===== config.mk =====
export PLATFORM = sky130hd
export DESIGN_NAME = load_store_unit
export DESIGN_NICKNAME = d
export VERILOG_FILES = /design/src/rtl/load_store_unit.sv
export SDC_FILE = /design/constraint.sdc
export NUM_CORES = 1
export LEC_CHECK = 0
export CORE_ASPECT_RATIO = 0.9
export CORE_UTILIZATION = 25
export CTS_CLUSTER_DIAMETER = 150
export CTS_CLUSTER_SIZE = 10
export DETAILED_ROUTE_END_ITERATION = 10
export PLACE_DENSITY = 0.54
export SYNTH_ARGS = -nofsm -noshare
export SYNTH_HDL_FRONTEND = slang
export SYNTH_SLANG_ARGS = --single-unit

===== constraint.sdc =====
create_clock -name clock -period 2.25 [get_ports clock]
set_clock_uncertainty 0.1 [all_clocks]
set_input_delay 0.225 -clock clock [delete_from_list [all_inputs] [get_ports clock]]
set_output_delay 0.225 -clock clock [all_outputs]
set_load 0.05 [all_outputs]

===== src/rtl/load_store_unit.sv =====
// load_store_unit: single-outstanding load/store responder on a word-wide
// data-memory bus. Handles lane steering, load extension, misalignment and
// bus timeout.
//
// state | meaning
// ------+-----------------------------------------------------------
// IDLE  | ready for a request; request fields latched on acceptance
// REQ   | bus request driven, waiting for mem_ready
// WAIT  | load issued, waiting for mem_rvalid
// RESP  | one-cycle completion pulse with registered response
module load_store_unit #(
  parameter int TIMEOUT_CYCLES = 16,
  parameter int CNT_W          = 8
) (
  input  logic        clock,
  input  logic        reset_n,
  input  logic        req_valid,
  output logic        req_ready,
  input  logic        req_write,
  input  logic [1:0]  req_size,
  input  logic        req_unsigned,
  input  logic [31:0] req_address,
  input  logic [31:0] req_wdata,
  output logic        mem_valid,
  input  logic        mem_ready,
  output logic        mem_write,
  output logic [31:0] mem_address,
  output logic [3:0]  mem_byte_en,
  output logic [31:0] mem_wdata,
  input  logic        mem_rvalid,
  input  logic [31:0] mem_rdata,
  output logic        resp_valid,
  output logic [31:0] resp_rdata,
  output logic        resp_error,
  output logic        resp_misaligned
);

  typedef enum logic [1:0] {S_IDLE, S_REQ, S_WAIT, S_RESP} state_t;

  // Count value seen in the last REQ/WAIT cycle before the abort fires.
  localparam bit              TO_EN   = (TIMEOUT_CYCLES != 0);
  localparam logic [CNT_W-1:0] TC_LAST = CNT_W'((TIMEOUT_CYCLES == 0) ? 0 : TIMEOUT_CYCLES - 1);

  state_t            state_q, state_d;
  logic              lat_write, lat_uns;
  logic [1:0]        lat_size;
  logic [31:0]       lat_addr, lat_wdata;
  logic [CNT_W-1:0]  cnt_q;
  logic [31:0]       rdata_q;
  logic              err_q, mis_q;

  logic              misaligned_in, timeout_hit;
  logic [31:0]       rd_shift, load_ext;
  logic [3:0]        be_lat;
  logic [31:0]       wdata_lat;

  assign misaligned_in = ((req_size == 2'd1) && req_address[0]) ||
                         (req_size[1] && (req_address[1:0] != 2'b00));
  // Once the count passes the last allowed cycle the abort stays pending,
  // so a load that left REQ late still times out in its first WAIT cycle.
  assign timeout_hit   = TO_EN && (cnt_q >= TC_LAST);

  // Aligned halves have addr[0]=0, so one byte-granular shift serves all sizes.
  assign rd_shift = mem_rdata >> {lat_addr[1:0], 3'b000};

  // Lane extraction and extension of the returned read word.
  always_comb begin
    load_ext = rd_shift;
    case (lat_size)
      2'd0:    load_ext = {{24{~lat_uns & rd_shift[7]}},  rd_shift[7:0]};
      2'd1:    load_ext = {{16{~lat_uns & rd_shift[15]}}, rd_shift[15:0]};
      default: load_ext = rd_shift;
    endcase
  end

  // Byte enables and replicated store data for the latched request.
  always_comb begin
    be_lat    = 4'b1111;
    wdata_lat = lat_wdata;
    case (lat_size)
      2'd0: begin
        be_lat    = 4'b0001 << lat_addr[1:0];
        wdata_lat = {4{lat_wdata[7:0]}};
      end
      2'd1: begin
        be_lat    = 4'b0011 << {lat_addr[1], 1'b0};
        wdata_lat = {2{lat_wdata[15:0]}};
      end
      default: begin
        be_lat    = 4'b1111;
        wdata_lat = lat_wdata;
      end
    endcase
  end

  // State register.
  always_ff @(posedge clock or negedge reset_n) begin
    if (!reset_n) state_q <= S_IDLE;
    else          state_q <= state_d;
  end

  // Next-state logic; a bus event in the same cycle beats the timeout.
  always_comb begin
    state_d = state_q;
    case (state_q)
      S_IDLE: if (req_valid) state_d = misaligned_in ? S_RESP : S_REQ;
      S_REQ: begin
        if (mem_ready)        state_d = lat_write ? S_RESP : S_WAIT;
        else if (timeout_hit) state_d = S_RESP;
      end
      S_WAIT: if (mem_rvalid || timeout_hit) state_d = S_RESP;
      default: state_d = S_IDLE;
    endcase
  end

  // Request latch, timeout counter and registered response fields.
  always_ff @(posedge clock or negedge reset_n) begin
    if (!reset_n) begin
      lat_write <= 1'b0;
      lat_uns   <= 1'b0;
      lat_size  <= 2'd0;
      lat_addr  <= '0;
      lat_wdata <= '0;
      cnt_q     <= '0;
      rdata_q   <= '0;
      err_q     <= 1'b0;
      mis_q     <= 1'b0;
    end else begin
      case (state_q)
        S_IDLE: begin
          cnt_q <= '0;
          if (req_valid) begin
            lat_write <= req_write;
            lat_uns   <= req_unsigned;
            lat_size  <= req_size;
            lat_addr  <= req_address;
            lat_wdata <= req_wdata;
            rdata_q   <= '0;
            err_q     <= misaligned_in;
            mis_q     <= misaligned_in;
          end
        end
        S_REQ: begin
          cnt_q <= cnt_q + 1'b1;
          if (!mem_ready && timeout_hit) err_q <= 1'b1;
        end
        S_WAIT: begin
          cnt_q <= cnt_q + 1'b1;
          if (mem_rvalid)       rdata_q <= load_ext;
          else if (timeout_hit) err_q   <= 1'b1;
        end
        default: cnt_q <= '0;
      endcase
    end
  end

  // Outputs decoded from state; bus and response fields are zero when idle.
  always_comb begin
    req_ready       = (state_q == S_IDLE);
    mem_valid       = 1'b0;
    mem_write       = 1'b0;
    mem_address     = '0;
    mem_byte_en     = '0;
    mem_wdata       = '0;
    resp_valid      = 1'b0;
    resp_rdata      = '0;
    resp_error      = 1'b0;
    resp_misaligned = 1'b0;
    if (state_q == S_REQ) begin
      mem_valid   = 1'b1;
      mem_write   = lat_write;
      mem_address = {lat_addr[31:2], 2'b00};
      mem_byte_en = be_lat;
      mem_wdata   = wdata_lat;
    end
    if (state_q == S_RESP) begin
      resp_valid      = 1'b1;
      resp_rdata      = rdata_q;
      resp_error      = err_q;
      resp_misaligned = mis_q;
    end
  end

endmodule

# Yosys cells after proc, flatten, opt, wreduce, memory -nomap -nowiden
# Index checks and enable logic that the tools add are counted.
dict set report totals {
  ff_bits 112
  inputBits 105
  output_inout_bits 106
  elab_cells 74
}
dict set report classes {
  add_sub_neg 1
  n_lt_le_gt_ge 1
  eq_ne 12
  shift 3
  muxes 28
  bitwise 3
  n_reduce_logical 16
}
# op n
set op_table {}
lappend op_table {{$pmux W32 S2} 3}
lappend op_table {{$mux W32} 5}
lappend op_table {{$shr A32 B5 Y32} 1}
lappend op_table {{$ne A2 B2 Y1 const B} 6}
lappend op_table {{$mux W1} 10}
lappend op_table {{$mux W2} 5}
lappend op_table {{$add A8 B1 Y8 const B} 1}
lappend op_table {{$ge A8 B4 Y1 const B} 1}
lappend op_table {{$mux W8} 1}
lappend op_table {{$pmux W4 S2} 1}
lappend op_table {{$eq A2 B1 Y1 const B} 3}
lappend op_table {{$pmux W2 S3} 1}
lappend op_table {{$reduce_and A3 Y1} 2}
lappend op_table {{$reduce_and A5 Y1} 1}
lappend op_table {{$eq A2 B2 Y1 const B} 2}
lappend op_table {{$logic_not A2 Y1} 2}
lappend op_table {{$mux W4} 1}
lappend op_table {{$reduce_bool A2 Y1} 2}
lappend op_table {{$shl A1 B2 Y4 const A} 1}
lappend op_table {{$shl A2 B2 Y4 const A} 1}
lappend op_table {{$logic_and A1 B1 Y1} 3}
lappend op_table {{$ne A3 B3 Y1 const B} 1}
lappend op_table {{$pmux W1 S3} 1}
lappend op_table {{$reduce_bool A3 Y1} 1}
lappend op_table {{6 further kinds} 8}

# Logic depth before layout (Yosys ltp)
dict set report depth {
  depth_word 6
  depth_mapped 7
  mapped_depth_nobuf 6
}

# Worst setup path after synthesis
# OpenSTA, ideal clock, no wires.
dict set report synth_path {
  path_type {flip-flop to output port}
  from {register state_q[1]}
  to {output mem_wdata[10]}
  t_arrival_ns 2.637
  required_ns 1.925
  path_slack_ns -0.712
  stages_incl_launch_ff 6
  n_path_buf 2
  cell_sequence {dfrtp_1 inv_1 ha_1 clkbuf_1 clkbuf_1 a21boi_0}
}
dict set report synth_via {
  elab_chain_len 2
}
# element line
set synth_lines {}
lappend synth_lines {{start, declared} 44} ;# state_t state_q, state_d;
lappend synth_lines {{start signal, assigned} 99} ;# else state_q <= state_d;
lappend synth_lines {{$eq A2 B1 Y1} 169} ;# if (state_q == S_REQ) begin
lappend synth_lines {{$mux W32} 169}
lappend synth_lines {{end, declared} 29} ;# output logic [31:0] mem_wdata,
# Every way passes these cells.

# Worst setup path after layout
dict set report layout_path {
  from {register state_q[0]}
  to {output resp_rdata[13]}
}
dict set report layout_via {
  elab_chain_len 2
}
# element line
set layout_lines {}
lappend layout_lines {{$eq A2 B2 Y1} 176} ;# if (state_q == S_RESP) begin
lappend layout_lines {{$mux W32} 176}
lappend layout_lines {{end, declared} 33} ;# output logic [31:0] resp_rdata,
# Every way passes these cells.

==> results summary <==
Once the floorplan was initialized, standard cells occupied 25.4% of the core. Clock-pin slew was measured on the worst setup and hold paths at 80 ps. The vias after detailed routing is 4,846. The setup slack on the worst flop-to-flop path came out at 240 ps.

The depth of the most critical reg-to-reg path came out at 7. The largest vdd supply drop is 754 uV. The count of input and output buffers came out at 208. The overflow left after global routing is 0.

The accumulated negative setup slack is 0 ps. The routed length per placed instance came out at 17.5 um. Setup repair after global routing left no endpoint under its margin. The floorplan step defined a core boundary enclosing 0.0233 mm^2. The post-layout instance area is 0.00997 mm^2. The sort of element at the end of the critical path is an output pin. The vertical extent of the die is 148 um.

The post-route netlist has 36.6% of its cells at a drive strength greater than 1. Entering global routing, the biggest net connects 51 pins. The number of max-cap violations is 0. The terminus of the critical flop-to-flop path is err_q$_DFFE_PN0P_. The leakage component of the power is 0.00424 uW. The count of nets left with antenna violations once routing finished came out at 0. The number of sinks handled by clock tree synthesis is 112. The total power per unit cell area is 1490 mW/mm^2. At the end of routability-driven placement, the weighted congestion stood at 0.825.

The final cycle utilization of the critical path came out at 93.9%. In the synthesized netlist the dominant register cell turns out to be dfrtp_1. The required time of the worst setup path is 1920 ps. After the first detailed-routing iteration, the DRC count stood at 204. The number of distinct standard cells referenced by the synthesized netlist came out at 35. After technology mapping, the gate count stands at 552. The tree is rooted in a clkbuf_16. The initial antenna violation count came out at 1. In the global route stage, overall resource usage came out at 15.5%. The arrival time reported for the critical path endpoint is 1790 ps. The worst register-to-register path begins at state_q[0]$_DFFE_PN0P_. Timing would allow up to 474 MHz.

For the pin with the worst max-slew slack, the measured transition is 520 ps. The worst hold slack across all endpoints is 179 ps. The number of H-tree branching levels is 3. In this run the worst hold path is classified as input pin to asynchronous set/reset pin.

Along the worst path, the maximum fanout reaches 32. For this design, the slowest cell found on the critical path is dfrtp_1. The multi-input combinational cells in the finished layout cover a total of 0.00305 mm^2.

The maximum root-to-sink buffer count came out at 2. The later pin in the worst-skew pair is clocked with a latency of 360 ps. The aggregate routed wire length came out at 18,700 um. The library cells used most frequently in the layout, excluding fill and tap cells, are dfrtp_1 (112), buf_12 (109), clkdlybuf4s50_1 (103).

The delay of the slowest cell on the worst path came out at 440 ps. The final layout net count came out at 869. The part of the Yosys area used for sequential elements is 47.3%.

The top-level port count is 211. The flow ran to the end, and the final reports show no timing, DRC or antenna violations. The share of the core filled with cells in the final layout came out at 42.8%. In this run, CTS created clock tree buffers numbering 9. The hold violation count in the final report is 0. The time the final worst path needs with I/O delays and setup is 2110 ps. The post-detailed-route DRC marker count came out at 0.

The worst slew slack as a fraction of its limit came out at 65.1%. The worst setup path is launched from a register. The Yosys step of the flow raised 0 warnings. The dominant cell type by count on the critical path is buf_12. TritonCTS built the clock tree.

The total instance count after detailed placement is 1,046. The mean area per synthesized cell is 10.7 um^2. The total of fill cells in the finished design is 2,184. The category of the most critical setup path is register to output pin. Relative to the synthesized area, the layout overhead comes to 68.4%. The number of search-and-repair iterations in the first detailed-routing pass is 5. The die covers 0.0243 mm^2. The number of global-route vias before repair came out at 4,974.

The sequential cell area is 0.00280 mm^2. Setup violations remaining at the end of the flow were counted as 0. The HPWL after detailed placement is 13,700 um.

The number of synthesized register bits came out at 112. The signal on the critical path passes through ha_1, buf_12, and2_1, buf_12. In this run the cell area measured after placement is 0.00959 mm^2.

The share of flip-flops with an asynchronous set or reset after synthesis came out at 100%. In this run the horizontal extent of the chip is 164 um. The synthesized design contains 0 enable-type register cells. The final count of pins violating max slew is 0. The number of standard cells in the final layout excluding fillers came out at 1,068.

The mean number of vias per cell came out at 4.54. The first-pass GRT wire length came out at 28,900 um. The mapped netlist covers 0.00592 mm^2. The most common cell after layout, fill and taps aside is dfrtp_1. After floorplanning, the core was divided into 53 placement rows.
cells by family (layout without fill, tap and decap cells):
logic type | count (synthesis) | after routing | share of synthesized area [%]
and+or+nand+nor | 185 | 185 | 17.2
muxes | 112 | 112 | 20.8
DFF | 112 | 112 | 47.3
AOI/OAI and AO/OA | 87 | 87 | 9.45
buffers and inverters | 44 | 255 | 3.19
xor gates and xnor gates | 6 | 6 | 0.888
adders and majority gates | 5 | 5 | 1.06
other | 1 | 4 | 0.0634
worst max-delay path, delay by kind of cell, from the launching register on:
family / cells / cell delay (ps)
DFF: 1 / 440
buffers and inverters: 2 / 370
and+or+nand+nor: 1 / 220
adders and majority gates: 1 / 400
area by class of cell:
class	count	share of cell area, %
Antenna cell	2	0.0502
Clock buffer	11	2.44
Clock inverter	5	0.640
Inverter	4	0.151
Multi-Input combinational cell	397	30.6
Sequential cell	112	28.1
Tap cell	302	3.79
Timing Repair Buffer	235	34.2
cells in the mapped netlist (3+ instances only):
| master | n | share of area [%] |
|---|---|---|
| nand2b_1 | 3 | 0.32 |
| mux2_2 | 78 | 15 |
| mux2i_1 | 33 | 5.6 |
| nand3b_1 | 8 | 1.0 |
| nand3_1 | 5 | 0.42 |
| nand2_1 | 45 | 2.9 |
| xnor2_1 | 4 | 0.59 |
| a21oi_1 | 22 | 1.9 |
| buf_1 | 11 | 0.70 |
| o21ai_0 | 34 | 2.9 |
| nor2b_1 | 12 | 1.3 |
| nor2_1 | 16 | 1.0 |
| a21boi_0 | 9 | 1.1 |
| clkbuf_1 | 24 | 1.5 |
| inv_1 | 4 | 0.25 |
| dfrtp_1 | 112 | 47 |
| a221o_1 | 16 | 2.7 |
| and2_1 | 88 | 9.3 |
| ha_1 | 5 | 1.1 |
worst max path at each step:
stage | from | endpoint | slack [ps] | cells after the start
floorplan | state_q[1]$_DFFE_PN0P_ | rdata_q[23]$_DFFE_PN0P_ | 10 | 7
global placement | mem_rdata[31] | rdata_q[17]$_DFFE_PN0P_ | -40 | 5
detailed placement | mem_rdata[31] | rdata_q[17]$_DFFE_PN0P_ | -60 | 5
CTS | state_q[1]$_DFFE_PN0P_ | mem_wdata[31] | 20 | 6
global route | lat_size[1]$_DFFE_PN0P_ | mem_wdata[9] | 10 | 6
finish | state_q[0]$_DFFE_PN0P_ | resp_rdata[13] | 140 | 4
report_power, final:
part	total (uW)	switching, uW	internal, uW
Combinational	9660	5030	4620
Clock	1700	790	907
Sequential	3460	554	2910
Total	14800	6380	8440
metrics by stage:
step / setup slack (ps) / total power [uW]
final: 138 / 14800
after global routing: 10.5 / 15700
after CTS: 21.8 / 14900
after detailed placement: -55.9 / 13100
after global placement: -40.3 / 13100
after floorplan: 13.7 / 8850
state kept, by name, indices dropped and copies added (netlist names):
signal	flops
rdata_q	32
lat_size	2
lat_write	1
lat_addr	32
state_q	2
mis_q	1
err_q	1
lat_wdata	32
lat_uns	1
cnt_q	8
per-layer routing:
metal / GRT usage, % / up-vias / share of wire [%]
met1: 21.0 / 2326 / 45
met4: 3.61 / 2 / 0.94
met3: 7.41 / 15 / 12
li1: - / 2316 / -
met2: 22.1 / 187 / 42
met5: 0 / - / 0.070
repair_timing:
| item | CTS | global route |
|---|---|---|
| hold buffers | 1 | 0 |
| gates cloned | 0 | 1 |
| setup buffers | 0 | 2 |
| resized for setup | 1 | 3 |
| hold endpoints to repair | 65 | 0 |
| endpoints found under the setup margin | 11 | 35 |
Note: power is estimated with default switching activity, not from simulation.
